--- config.mk ---
export PLATFORM = sky130hd
export DESIGN_NAME = regfile_mp
export DESIGN_NICKNAME = d
export VERILOG_FILES = /design/src/rtl/regfile_mp.sv
export SDC_FILE = /design/constraint.sdc
export NUM_CORES = 2
export LEC_CHECK = 0
export BUFFER_PORTS_ARGS = -buffer_cell sky130_fd_sc_hd__buf_2
export CAP_MARGIN = 25
export CORE_MARGIN = 4
export CORE_UTILIZATION = 54
export DETAILED_ROUTE_END_ITERATION = 12
export GPL_ROUTABILITY_DRIVEN = 0
export GPL_TIMING_DRIVEN = 1
export HOLD_SLACK_MARGIN = 0.05
export PLACE_DENSITY_LB_ADDON = 0.2
export SLEW_MARGIN = 40
export SYNTH_ARGS = -nofsm -noshare
export SYNTH_HDL_FRONTEND = slang
export SYNTH_SLANG_ARGS = --single-unit
export TNS_END_PERCENT = 1
--- constraint.sdc ---
create_clock -name clk -period 2.2 [get_ports clk]
set_input_delay 0.22 -clock clk [delete_from_list [all_inputs] [get_ports clk]]
set_output_delay 0.22 -clock clk [all_outputs]
set_load 0.03 [all_outputs]
--- src/rtl/regfile_mp.sv ---
// regfile_mp: multi-port integer register file with a busy scoreboard.
//
// NRD combinational read ports and two write (retire) lanes. Each register also
// has a busy bit: set when a producer is issued and cleared when its result is
// written back. Register 0 always reads zero and is never busy.
//
// Ports:
//   clk, rst_n            rising-edge clock, asynchronous active-low reset
//   rs_addr / rs_data     read addresses and data, port k in slice k
//   rs_busy               busy bit of each read port's register
//   we0/wa0/wd0           write lane 0
//   we1/wa1/wd1           write lane 1 (wins over lane 0 on the same address)
//   issue_valid/issue_rd  mark a destination busy
//   flush                 clear all busy bits (register data untouched)
//   any_busy              OR of all busy bits
//
// Optional feature: define REGFILE_BYPASS_EN to forward write data to the read
// ports in the same cycle. Without it, reads come from storage only.

module regfile_mp #(
  parameter int unsigned XLEN   = 32,
  parameter int unsigned ADDR_W = 5,
  parameter int unsigned NRD    = 2
) (
  input  logic                   clk,
  input  logic                   rst_n,
  input  logic [NRD*ADDR_W-1:0]  rs_addr,
  output logic [NRD*XLEN-1:0]    rs_data,
  output logic [NRD-1:0]         rs_busy,
  input  logic                   we0,
  input  logic [ADDR_W-1:0]      wa0,
  input  logic [XLEN-1:0]        wd0,
  input  logic                   we1,
  input  logic [ADDR_W-1:0]      wa1,
  input  logic [XLEN-1:0]        wd1,
  input  logic                   issue_valid,
  input  logic [ADDR_W-1:0]      issue_rd,
  input  logic                   flush,
  output logic                   any_busy
);

  localparam int unsigned NRegs = 2 ** ADDR_W;

  logic [XLEN-1:0]  regs_q [NRegs];
  logic [NRegs-1:0] busy_q, busy_d;

  logic wr0, wr1, iss;
  assign wr0 = we0 && (wa0 != '0);
  assign wr1 = we1 && (wa1 != '0);
  assign iss = issue_valid && (issue_rd != '0);

  // Lane 1 is written after lane 0 so it wins on a shared address.
  always_ff @(posedge clk or negedge rst_n) begin
    if (!rst_n) begin
      for (int i = 0; i < NRegs; i++) begin
        regs_q[i] <= '0;
      end
    end else begin
      if (wr0) regs_q[wa0] <= wd0;
      if (wr1) regs_q[wa1] <= wd1;
    end
  end

  // Order matters: flush, then writeback clears, then issue sets, so a new
  // producer issued alongside a writeback or flush keeps its busy bit.
  always_comb begin
    busy_d = busy_q;
    if (flush) busy_d = '0;
    if (wr0) busy_d[wa0] = 1'b0;
    if (wr1) busy_d[wa1] = 1'b0;
    if (iss) busy_d[issue_rd] = 1'b1;
    busy_d[0] = 1'b0;
  end

  always_ff @(posedge clk or negedge rst_n) begin
    if (!rst_n) begin
      busy_q <= '0;
    end else begin
      busy_q <= busy_d;
    end
  end

  assign any_busy = |busy_q;

  for (genvar k = 0; k < NRD; k++) begin : g_rd
    logic [ADDR_W-1:0] addr;
    logic [XLEN-1:0]   stored;
    logic [XLEN-1:0]   data;
    logic              busy;

    assign addr   = rs_addr[k*ADDR_W +: ADDR_W];
    assign stored = (addr == '0) ? '0 : regs_q[addr];

`ifdef REGFILE_BYPASS_EN
    logic hit0, hit1;
    assign hit0 = wr0 && (wa0 == addr);
    assign hit1 = wr1 && (wa1 == addr);

    always_comb begin
      data = stored;
      busy = busy_q[addr];
      if (hit1) begin
        data = wd1;
      end else if (hit0) begin
        data = wd0;
      end
      // A same-cycle issue to this register keeps the stored busy view.
      if ((hit0 || hit1) && !(iss && (issue_rd == addr))) begin
        busy = 1'b0;
      end
    end
`else
    assign data = stored;
    assign busy = busy_q[addr];
`endif

    assign rs_data[k*XLEN +: XLEN] = data;
    assign rs_busy[k]              = busy;
  end

endmodule
==> summary.md <==
| Metric | Value |
|---|---|
| Final worst path period need | between 3 and 4 ns |
| # IOs | around 160 |
| Fin. Hold Viols | 0 |
| Period Utilization, post-route | 1.38 |
| Cells along the critical path | buf_4 > mux4_2 > mux2_4 > a221oi_4 > a221oi_2 > buf_4 > buf_6 |
| Failing checks | setup timing |
| Switching part of the total | 0.325 |
| Via Count | around 60000 |
| # nets final | between 6000 and 7000 |
| Port buffer count | 161 |
| Post-synth net total | between 6000 and 7000 |
| Post-Syn Area | 0.0654 mm2 |
| Height of the die | around 360 um |
| # DRC | 0 |
| Chip Width | between 300 and 400 um |
| Initial antenna violation count | 27 |
| Path length in cells of the critical path | 7 |
| Mapped Cells | 6207 |
| Pleak | 34.1 nW |
| GR Overflow Total | 0 |
| Worst-path clk slew | ~0.060 ns |
| Drt total wl | around 290000 um |
| Sequential area share after synthesis | 0.404 |
| Ranking of synthesized cells by area | dfrtp_1, mux4_2, mux2i_1 |
| CTS Root Cell | clkbuf_16 |
| Die area | 0.127 mm2 |
| Final non-filler cell total | 8132 |
| Hold Path Sink | regs_q[546] |
| Cell count of the worst reg-to-reg path | 4 |
| Asr flop ratio synth | 1.00 |
| Leading area contributor after synthesis | dfrtp_1 |
| Row count | between 100 and 150 |
| Num CTS Buffers | between 100 and 150 |
| Post-synth top cells | dfrtp_1, mux2i_1, nor2_1, clkbuf_1, nand2_1 |
| Clock Path Buffers | 3 |
| Worst-Skew Late Latency | 0.75 ns |
| Critical Path Max Stage Delay | about 0.46 ns |
| Top FF cell, synth | dfrtp_1 |
| Post-Route Skew | 0 ns |
| Layout area overhead | 20.8% |
| Arrival @ worst endpoint | roughly 2.8 ns |
| Worst Path Max Fanout | 3 |
| Fmax | between 0.3 and 0.4 GHz |
| Setup violation total in the final timing report | between 60 and 70 |
| Pin count of the biggest net entering global routing | roughly 80 |
| TritonCTS Sinks | 1055 |
| Post-synth top area share | 0.404 |
| Post-synth EDFFs | 0 |
| Critical path's top delay family | multiplexers |
| Worst reg2reg startpoint | busy_q[20] |
| Power per cell area | a little under 900 mW/mm2 |
| Switching power | about 23 mW |
| Mean Syn Cell Area | between 10 and 15 um2 |
| Outcome | complete, but fails checks |
| FF-to-FF setup slack | 0.81 ns |
| Buf/Inv on CP | 3 |
| Share of cells above drive strength 1 | 0.273 |
| Total core area | around 0.12 mm2 |
| CP startpoint kind | flip-flop |
| Initial DRC count | ~11000 |
| Nature of the critical path endpoint | output pin |
| Flop pwr share | 0.415 |
| Wire length per cell | 35.2 um |
| Slew @ Worst Pin | roughly 0.83 ns |
| Combinational power share | 0.289 |
| YS warnings | 0 |
| Post-Place Cells | approximately 7800 |
| Synth cell types | a little under 60 |
| GRT Overall Usage | 0.445 |
| DP Wirelength | about 190000 um |
| Starting density of the core | 0.545 |
| Max-cap violation count | 0 |
| CTS tree | done |
| Hold Crit Start | wd0[2] |
| Setup WS pre-CTS | -0.757 ns |
| Fill cells | 9095 |
| Peak VDD IR | 0.000666 V |
| Vias in the first global route | 58300 |
| H-tree depth | 3 |
| Slew Viols, Final | 0 |
| Most common cell on crit path | buf_4 |
| DRT Pass-1 Iters | 7 |
| Routed vias/inst | around 7.4 |
| Worst Hold Class | primary input to flip-flop |
| WHS Path Cells | 3 |
| Seq cells post-synth | between 1000 and 1500 |
| Most frequent cell after synthesis | dfrtp_1 |
| Reg2reg end | busy_q[20] |
| Post-layout util | 0.658 |
| Int Power | around 47 mW |
| Clock power frac | 0.296 |
| Post-DRT Antenna Nets | 0 |
| CP Class | flip-flop to output pin |
| Rel. slew slack | 0.444 |
| Slowest CP cell | mux4_2 |
| RSZ-0062 raised after global routing | yes |
| CP required | around 2 ns |
| First-pass GRT wire length | around 400000 um |
| Final worst slack | -0.844 ns |
-- power groups by stage --
stage	Clock, mW	Sequential [mW]	Combinational [mW]
final	20.6	28.8	20.0
after global routing	21.3	29.1	21.3
after CTS	20.5	28.4	19.4
after detailed placement	0	28.6	18.1
after global placement	0	28.4	17.5
after floorplan	0	26.9	12.7
-- layout make-up --
type                    count  area (um2)  share of cell area
multi-input cells        4350       37300               0.472
flip-flops and latches   1055       26400               0.334
repair buffers            890        9320               0.118
clock buffers             161        3300              0.0418
well taps                1612        2020              0.0255
clock inverters            44         584             0.00740
diodes                     16        40.0            0.000507
inverters                   4        21.3            0.000269
-- how the worst max path moves through the flow --
stage                          start     endpoint  slack, ns
final                     regs_q[85]  rs_data[21]      -0.84
after floorplan           rs_addr[6]  rs_data[43]      -0.19
after global placement    rs_addr[6]  rs_data[50]      -0.73
after CTS                 regs_q[85]  rs_data[21]      -0.82
after global routing      regs_q[85]  rs_data[21]      -0.88
after detailed placement  rs_addr[6]  rs_data[50]      -0.76
-- per-stage QoR --
| step | total power, mW | TNS (ns) | cell area (um2) | hold WS, ns |
|---|---|---|---|---|
| 5_1_grt | 71.7 | -42.33 | 79000 | 0.101 |
| 4_1_cts | 68.3 | -40.24 | 78800 | 0.0509 |
| 3_3_place_gp | 45.9 | -26.77 | 72700 | 0.176 |
| 2_1_floorplan | 39.6 | -6.36 | 65400 | -0.0756 |
| 3_5_place_dp | 46.8 | -27.40 | 72700 | 0.177 |
| 6_report | 69.4 | -40.13 | 79000 | 0.0821 |
-- registers in the layout, summed over array words and instances, names as in the netlist --
signal and count:
busy_q 31, regs_q 1024
-- per-layer routing --
| metal | vias to the layer above | wire (um) | track usage |
|---|---|---|---|
| li1 | 23600 | - | - |
| met1 | 29200 | 98400 | 0.564 |
| met2 | 5476 | 117000 | 0.610 |
| met3 | 1478 | 45900 | 0.187 |
| met4 | 12 | 25200 | 0.323 |
| met5 | - | 166 | 0.00462 |
-- cell families (layout without fill, tap and decap cells) --
family | after synthesis | after routing | synth area share
AO/OA/AOI/OAI | 1555 | 1555 | 0.147
multiplexers | 1481 | 1481 | 0.315
AND/OR/NAND/NOR | 1314 | 1314 | 0.0820
flip-flops | 1055 | 1055 | 0.404
buffers and inverters | 802 | 1099 | 0.0531
other | 0 | 16 | 0
-- what timing repair did --
action	4_1_cts	5_1_grt
pin swaps	55	9
resized for setup	279	26
buffers inserted	0	0
setup endpoints to repair	67	67
hold endpoints to repair	1397	0
hold buffers	77	0
-- layout by cell type, fill, tap and decap left out, types with 24 or more instances in the layout --
master	Yosys	layout
clkbuf_16	0	118
nand2_1	563	540
buf_12	0	200
buf_4	53	481
a31oi_1	69	55
mux2_2	125	76
a221oi_4	0	24
a32oi_1	246	246
a21oi_1	559	559
o2bb2ai_1	29	29
o21bai_1	25	25
nor2_4	2	30
a2bb2oi_1	26	26
buf_2	147	92
clkbuf_1	565	24
mux2i_1	908	908
buf_6	8	35
a221oi_2	0	64
nor2_1	614	590
mux4_2	448	448
dlygate4sd3_1	0	76
o22ai_1	35	35
dfrtp_1	1055	1054
mux2_4	0	49
o21ai_0	434	430
-- worst reg2reg max path: stages, from the launching register on --
cell           delay [ns]
dfrtp_1              0.41
buf_4                0.15
nand4_1              0.07
o31ai_1              0.07
dlygate4sd3_1        0.56
Power figures use the tool's default switching activity.
